$ cat src/rtl/acc_seq_gen.sv
// acc_seq_gen: start-triggered arithmetic sequence generator feeding acc_core.
// Produces a run-framed stream of valid beats number = base + k*step (k = 0..len-1,
// wrapping modulo 2^IN_DATA_WIDTH), honours a pause input while streaming and
// emits a one-cycle done pulse at the end of every accepted start.
//
// Ports:
//   clk       - rising-edge clock
//   rst_n     - asynchronous active-low reset
//   start_i   - start request, sampled only when idle
//   len_i     - beat count, latched on accepted start (0 = immediate done)
//   base_i    - first value, latched on accepted start
//   step_i    - increment between beats, latched on accepted start
//   pause_i   - suppresses beat issue while streaming
//   busy_o    - high whenever a sequence is in progress
//   run_o     - frame to acc_core.run_i
//   valid_o   - beat strobe to acc_core.valid_i
//   number_o  - beat value to acc_core.number_i
//   done_o    - one-cycle completion pulse
module acc_seq_gen #(
  parameter int unsigned IN_DATA_WIDTH = 8,
  parameter int unsigned CNT_WIDTH     = 8
) (
  input  logic                     clk,
  input  logic                     rst_n,
  input  logic                     start_i,
  input  logic [CNT_WIDTH-1:0]     len_i,
  input  logic [IN_DATA_WIDTH-1:0] base_i,
  input  logic [IN_DATA_WIDTH-1:0] step_i,
  input  logic                     pause_i,
  output logic                     busy_o,
  output logic                     run_o,
  output logic                     valid_o,
  output logic [IN_DATA_WIDTH-1:0] number_o,
  output logic                     done_o
);

  typedef enum logic [2:0] {
    S_IDLE,
    S_ARM,
    S_STREAM,
    S_DRAIN,
    S_DONE
  } state_e;

  state_e                   state_q, state_d;
  logic [CNT_WIDTH-1:0]     len_q, len_d;
  logic [CNT_WIDTH-1:0]     cnt_q, cnt_d;
  logic [IN_DATA_WIDTH-1:0] step_q, step_d;
  logic [IN_DATA_WIDTH-1:0] val_q, val_d;
  logic                     busy_q, busy_d;
  logic                     run_q, run_d;
  logic                     valid_q, valid_d;
  logic                     done_q, done_d;
  logic [IN_DATA_WIDTH-1:0] number_q, number_d;
  logic [CNT_WIDTH-1:0]     cnt_inc;

  assign cnt_inc = cnt_q + CNT_WIDTH'(1);

  // Outputs are registered from the current state, so they trail the state
  // register by one cycle: start at edge n shows ARM outputs after edge n+1.
  always_comb begin
    state_d  = state_q;
    len_d    = len_q;
    cnt_d    = cnt_q;
    step_d   = step_q;
    val_d    = val_q;
    number_d = number_q;
    busy_d   = 1'b0;
    run_d    = 1'b0;
    valid_d  = 1'b0;
    done_d   = 1'b0;
    unique case (state_q)
      S_IDLE: begin
        if (start_i) begin
          if (len_i != '0) begin
            len_d   = len_i;
            val_d   = base_i;
            step_d  = step_i;
            cnt_d   = '0;
            state_d = S_ARM;
          end else begin
            state_d = S_DONE;
          end
        end
      end
      S_ARM: begin
        busy_d  = 1'b1;
        run_d   = 1'b1;
        state_d = S_STREAM;
      end
      S_STREAM: begin
        busy_d = 1'b1;
        run_d  = 1'b1;
        // A paused cycle holds counter, running value and number_o.
        if (!pause_i) begin
          valid_d  = 1'b1;
          number_d = val_q;
          val_d    = val_q + step_q;
          cnt_d    = cnt_inc;
          if (cnt_inc == len_q) begin
            state_d = S_DRAIN;
          end
        end
      end
      S_DRAIN: begin
        busy_d  = 1'b1;
        run_d   = 1'b1;
        state_d = S_DONE;
      end
      S_DONE: begin
        busy_d  = 1'b1;
        done_d  = 1'b1;
        state_d = S_IDLE;
      end
      default: begin
        state_d = S_IDLE;
      end
    endcase
  end

  // State, latched parameters and registered outputs.
  always_ff @(posedge clk or negedge rst_n) begin
    if (!rst_n) begin
      state_q  <= S_IDLE;
      len_q    <= '0;
      cnt_q    <= '0;
      step_q   <= '0;
      val_q    <= '0;
      number_q <= '0;
      busy_q   <= 1'b0;
      run_q    <= 1'b0;
      valid_q  <= 1'b0;
      done_q   <= 1'b0;
    end else begin
      state_q  <= state_d;
      len_q    <= len_d;
      cnt_q    <= cnt_d;
      step_q   <= step_d;
      val_q    <= val_d;
      number_q <= number_d;
      busy_q   <= busy_d;
      run_q    <= run_d;
      valid_q  <= valid_d;
      done_q   <= done_d;
    end
  end

  assign busy_o   = busy_q;
  assign run_o    = run_q;
  assign valid_o  = valid_q;
  assign number_o = number_q;
  assign done_o   = done_q;

endmodule

$ cat config.mk
export PLATFORM = sky130hd
export DESIGN_NAME = acc_seq_gen
export DESIGN_NICKNAME = d
export VERILOG_FILES = /design/src/rtl/acc_seq_gen.sv
export SDC_FILE = /design/constraint.sdc
export NUM_CORES = 1
export LEC_CHECK = 0
export BUFFER_PORTS_ARGS = -buffer_cell sky130_fd_sc_hd__buf_2
export CORE_ASPECT_RATIO = 1.5
export CORE_MARGIN = 3
export CORE_UTILIZATION = 56
export DETAILED_ROUTE_END_ITERATION = 6
export GPL_TIMING_DRIVEN = 0
export HOLD_SLACK_MARGIN = 0.08
export PLACE_DENSITY = 0.79
export REMOVE_ABC_BUFFERS = 1
export SYNTH_ARGS = -nofsm -noshare
export SYNTH_HDL_FRONTEND = slang
export SYNTH_SLANG_ARGS = --single-unit
$ cat constraint.sdc
create_clock -name clk -period 2.5 [get_ports clk]
set_input_delay 0.125 -clock clk [delete_from_list [all_inputs] [get_ports clk]]
set_output_delay 0.125 -clock clk [all_outputs]
set_load 0.03 [all_outputs]
**Word level (Yosys, flattened, before mapping)**

Cells that the tools add are included.

- Bits in registers: 47
- Latch bits: 0
- RAM bits: 0
- ROM bits: 0
- Output and inout bits: 12
- Logic and storage cells: 49
- Memories: 0

- Add/subtract/negate cells: 2
- $mul: 0
- Div/mod/pow operators: 0
- Order comparisons: 0
- Equality and inequality tests: 9
- Shift-type cells: 0
- Mux-type cells: 18
- Bitwise logic cells: 1
- Reduce and logical (&&, ||, !) cells: 9

Operators by type and width:

| kind | count |
|---|---|
| 8-bit 2-to-1 mux | 6 |
| 8-bit case mux with 2 select lines | 2 |
| 3-bit 2-to-1 mux | 4 |
| 3-bit case mux with 4 select lines | 1 |
| 8-bit by 1-bit adder with 8-bit output, second input constant | 1 |
| 8-bit adder | 1 |
| 8-bit equality test | 1 |
| 2-bit != test, second input constant | 4 |
| 8-bit nonzero test | 1 |
| 3-bit by 2-bit equality test with 1-bit output, second input constant | 2 |
| 3-bit AND reduction | 2 |
| 1-bit 2-to-1 mux | 5 |
| 4-bit AND reduction | 1 |
| 4-bit OR reduction | 1 |
| 3-bit by 1-bit equality test with 1-bit output, second input constant | 1 |
| 3-bit equality test, second input constant | 1 |
| 3-bit zero test | 1 |
| 3-bit OR reduction | 1 |
| 2-bit AND reduction | 1 |
| 2-bit nonzero test | 1 |
| 1-bit NOT | 1 |

**Depth between registers and ports, before layout**

- Depth in word-level cells: 5
- Gate-level depth with buffers: 9
- Gate-level depth less buffers: 9

**Worst setup path before layout**

OpenSTA, ideal clock, no wires.

- Path type: register -> register
- From: register step_q[1]
- To: register val_q[7]
- Library setup time: 0.128 ns
- Arrival time: 1.850 ns
- Path slack: 0.522 ns
- Stages on the path, launching flop included: 8
- Clock period less this slack: 1.978 ns
- Cells stage by stage: dfrtp_1 > ha_1 > a21o_1 > a211o_1 > a21o_1 > a311oi_1 > mux2i_1 > nand3_1

- Longest elaborated chain between the ends: 3

Ends and longest elaborated chain:

| item | RTL line | text |
|---|---|---|
| start: declaration | 48 | `logic [IN_DATA_WIDTH-1:0] step_q, step_d;` |
| start signal: assignment | 138 | `step_q <= step_d;` |
| 8-bit adder | 98 | `val_d = val_q + step_q;` |
| 8-bit 2-to-1 mux | 95 | `if (!pause_i) begin` |
| 8-bit case mux with 2 select lines | 72 | `unique case (state_q)` |
| end signal: assignment | 139 | `val_q <= val_d;` |
| end: declaration | 49 | `logic [IN_DATA_WIDTH-1:0] val_q, val_d;` |

No other way between the ends. The select of a mux whose other input is x is not followed.
A chain may end at the register's enable or synchronous reset.

**Worst setup path in the final report**

- From: register state_q[0]
- To: register val_q[1]

- Longest elaborated chain between the ends: 3
- Elaborated cells on any way between the ends: 8
- Classes of those cells: 4 x eq/ne; 1 x mux; 3 x reduce/logical

Ends and longest elaborated chain:

| item | RTL line | text |
|---|---|---|
| start: declaration | 45 | `state_e state_q, state_d;` |
| start signal: assignment | 135 | `state_q <= state_d;` |
| 3-bit by 2-bit equality test with 1-bit output or 3-bit zero test (tied branches) | 72 |  |
| 2-bit != test (no line) or 2-bit nonzero test (tied branches) | n/a |  |
| 4-bit AND reduction (no line) | n/a |  |

Several ways; a longest one is shown, not always the timed one.

==> summary.txt <==
TIMING
-------------------------------------------------------------------------------------------------
Worst Tran Pin Value                                                                      1.04 ns
Final count of hold timing violations                                                           0
Post-route setup TNS                                                                         0 ns
Final setup skew                                                                       0.00617 ns
Unrepaired setup endpoints after global routing                                             false
Upper clock frequency limit                                                             0.421 GHz
Worst max-slew margin expressed relative to the limit                                       0.306
Final Cycle Share                                                                           0.950
Hold slack final                                                                        0.0944 ns
Minimum period implied by the final worst setup slack                                     2.37 ns
Final Slew Violations                                                                           0
Number of setup violations in the final report                                                  0

CLOCKING
-------------------------------------------------------------------------------------------------
Clock Tree Root                                                                      sky130_fd_sc_hd__clkbuf_8
Skew-Pair Late Insertion Delay                                                            0.30 ns
Number of sinks driven by the clock tree                                                       47
Bufs on Longest Clock Path                                                                      2
TritonCTS buffer count                                                                          5
Clock transition at the registers of the reported paths                                   0.08 ns
CTS tree                                                                                     done
Number of H-tree levels                                                                         2

FLOW RUN
-------------------------------------------------------------------------------------------------
Max-Cap Viols                                                                                   0

ROUTE
-------------------------------------------------------------------------------------------------
Via/cell ratio                                                                               5.75
DRC violation total after the first TritonRoute iteration                                      68
First drt pass iteration count                                                                  4
Vias after detailed routing                                                                  2019
Average detailed-routed wire length per instance                                          15.7 um
DRC violations left                                                                             0
Overall routed net length                                                                 5520 um
Count of antenna-violating nets left after detailed routing                                     0

CRITICAL PATH
-------------------------------------------------------------------------------------------------
Reg-to-reg setup timing slack                                                             0.13 ns
Buffers plus inverters on the worst setup path                                                  1
Top cell family by delay on the critical path                                        compound AO/OA/AOI/OAI gates
Largest fanout of any net on the critical path                                                 16
Nature of the critical path startpoint                                                  flip-flop
Required time reported for the critical path endpoint                                     2.68 ns
Largest stage delay, worst path                                                           0.59 ns
CP Class                                                                             flip-flop to flip-flop
Cell-by-cell listing of the critical path                                            or4b_4 > a21oi_4 > nor2_4 > buf_4 > a211oi_1 > a21oi_1
Signal arrival time at the worst endpoint                                                 2.55 ns
Slowest stage cell on the critical path                                              sky130_fd_sc_hd__or4b_4
Count of cell instances traversed by the critical path                                          6
Length in cells of the worst reg-to-reg path                                                    6
Crit end category                                                                       flip-flop

GLOBAL ROUTE
-------------------------------------------------------------------------------------------------
Overall global routing resource usage                                                       0.224
Global routing met3 resource utilization                                                   0.0324
First-pass GRT wire length                                                                9030 um
Global-route met1 utilization                                                               0.253
M2 GR Usage                                                                                 0.417
Global route total overflow                                                                     0
Antenna violations before repair                                                                0
Number of global-route vias before repair                                                    2075
Maximum number of pins on one net before global-route repair                                   48
Global-route layer with the greatest usage                                                   met2

YOSYS
-------------------------------------------------------------------------------------------------
Synthesis-stage register bit count                                                             47
Cell Area, Synth                                                                         2490 um2
Sequential cell area fraction in the yosys report                                           0.472
Number of distinct library cell variants in the gate-level netlist after synthesis             51
Number of flops mapped to enable cells by yosys                                                 0
Synthesis warning total                                                                         0
Synthesized instance count                                                                    247
Most used flip-flop cell after synthesis                                             sky130_fd_sc_hd__dfrtp_1
Asr flop ratio synth                                                                         1.00
Mean area per synthesized cell                                                           10.1 um2

FLOORPLAN
-------------------------------------------------------------------------------------------------
Total I/O pin count                                                                            40
Total die area                                                                           5300 um2
Chip height                                                                               87.7 um
Overall die width                                                                         60.4 um
Standard cell core area                                                                  4250 um2
Total number of placement rows                                                                 29
Initial core utilization                                                                    0.587

POWER AND IR DROP
-------------------------------------------------------------------------------------------------
Overall Power                                                                             3.77 mW
Power density over the cells                                                          1260 nW/um2
Maximum vdd ir drop                                                                      0.850 mV
Cell leakage power                                                                        1.40 nW

WORST HOLD PATH
-------------------------------------------------------------------------------------------------
Hold Crit Depth                                                                                 3
Tightest Hold Check Type                                                             input port to flip-flop

FINISH
-------------------------------------------------------------------------------------------------
Finished Core Util                                                                          0.704
Filler cells                                                                                  320
Fraction of final layout cells sized beyond drive strength 1                                0.252
Synthesis-to-finish area growth                                                             20.1%
# diodes                                                                                        0
# nets final                                                                                  341

PLACEMENT
-------------------------------------------------------------------------------------------------
Placer's final routability congestion estimate                                              0.855
DP Wirelength                                                                             3490 um
Port-buffer cells                                                                              39

RUN STATUS
-------------------------------------------------------------------------------------------------
Status                                                                               finished clean

-- cells in the mapped netlist, drive strengths merged (5+ instances only) --
cell type / instances / area (um2)
buf: 7 / 52.5
mux2: 14 / 158
nor2: 16 / 67.6
o21ai: 24 / 120
a21oi: 10 / 61.3
mux2i: 5 / 50.1
inv: 6 / 22.5
xnor2: 5 / 43.8
xor2: 6 / 60.1
dfrtp: 47 / 1180
nand2: 40 / 150
and3: 6 / 43.8
ha: 8 / 100
-- metal layers --
metal,up-vias,routed length (um)
li1,981,-
met4,0,77
met1,987,2220
met2,44,3050
met3,7,182
met5,-,0
-- flip-flops by register name, summed over array words and instances, names as in the netlist --
name	flops
run_o	1
step_q	8
val_q	8
busy_o	1
number_o	8
cnt_q	8
done_o	1
valid_o	1
state_q	3
len_q	8
-- worst min-delay path, cell delays in order --
cell and delay (ns):
sky130_fd_sc_hd__buf_2 0.08, sky130_fd_sc_hd__a21oi_1 0.05, sky130_fd_sc_hd__o21ai_1 0.10
-- area by class of cell --
cell class                      instances  area [um2]  area share
Multi-Input combinational cell        185        1250       0.418
Sequential cell                        47        1180       0.393
Timing Repair Buffer                   58         378       0.126
Clock buffer                            8         100      0.0335
Tap cell                               46        57.6      0.0192
Inverter                                7        27.5     0.00921
-- layout by cell type, fill, tap and decap left out, types with 2 or more instances in the layout --
cell	n
sky130_fd_sc_hd__nor2_1	15
sky130_fd_sc_hd__xnor2_1	5
sky130_fd_sc_hd__o21a_1	3
sky130_fd_sc_hd__nand2_1	40
sky130_fd_sc_hd__dlygate4sd3_1	16
sky130_fd_sc_hd__dfrtp_1	47
sky130_fd_sc_hd__o21ai_1	4
sky130_fd_sc_hd__and2_1	4
sky130_fd_sc_hd__o22ai_1	4
sky130_fd_sc_hd__clkbuf_8	7
sky130_fd_sc_hd__nor4_2	2
sky130_fd_sc_hd__and3_1	4
sky130_fd_sc_hd__buf_4	3
sky130_fd_sc_hd__a211oi_1	2
sky130_fd_sc_hd__o21ai_0	20
sky130_fd_sc_hd__mux2i_1	5
sky130_fd_sc_hd__nand3_1	3
sky130_fd_sc_hd__ha_1	8
sky130_fd_sc_hd__a21o_1	2
sky130_fd_sc_hd__a311oi_1	2
sky130_fd_sc_hd__nor2b_1	4
sky130_fd_sc_hd__mux2_2	14
sky130_fd_sc_hd__xor2_1	5
sky130_fd_sc_hd__inv_1	5
sky130_fd_sc_hd__nand2b_1	3
sky130_fd_sc_hd__buf_2	39
sky130_fd_sc_hd__a21oi_1	9
sky130_fd_sc_hd__nor3_1	4
-- cells by family (layout without fill, tap and decap cells) --
logic type | count (synthesis) | after routing | share of synthesized area
fa+ha+maj | 9 | 9 | 0.0482
mux | 19 | 19 | 0.0834
flops | 47 | 47 | 0.472
buf+inv | 16 | 73 | 0.0347
compound gates | 55 | 56 | 0.137
simple gates | 90 | 90 | 0.182
xor+xnor | 11 | 11 | 0.0417
-- path summary, 6_finish.rpt --
kind | start | endpoint
max | state_q[0]$_DFFE_PN0P_ | val_q[1]$_DFFE_PN0P_
min | base_i[2] | val_q[2]$_DFFE_PN0P_
max reg2reg | state_q[0]$_DFFE_PN0P_ | val_q[1]$_DFFE_PN0P_
min reg2reg | number_o[1]$_DFFE_PN0P_ | number_o[1]$_DFFE_PN0P_
max in group asynchronous | rst_n | cnt_q[1]$_DFFE_PN0P_
min in group asynchronous | rst_n | done_o$_DFF_PN0_
-- power breakdown --
| part | internal, mW | switching (mW) | leakage (nW) |
|---|---|---|---|
| Clock | 0.253 | 0.244 | 0.0515 |
| Combinational | 0.853 | 1.08 | 0.769 |
| Sequential | 1.08 | 0.262 | 0.583 |
-- repair_timing --
item | CTS | global route
hold endpoints to repair | 62 | 0
hold buffers | 16 | 0
pin swaps | 0 | 1
resized for setup | 2 | 2
cloned | 0 | 1
endpoints found under the setup margin | 14 | 9
setup buffers | 0 | 3
-- through the flow --
step	setup WS, ns	area (um2)	cells
floorplan	0.222	2430	238
global placement	-0.519	2680	323
detailed placement	-0.512	2680	323
CTS	0.0716	2950	347
global route	0.00605	2990	351
finish	0.126	2990	351
Note: power is estimated with default switching activity, not from simulation.
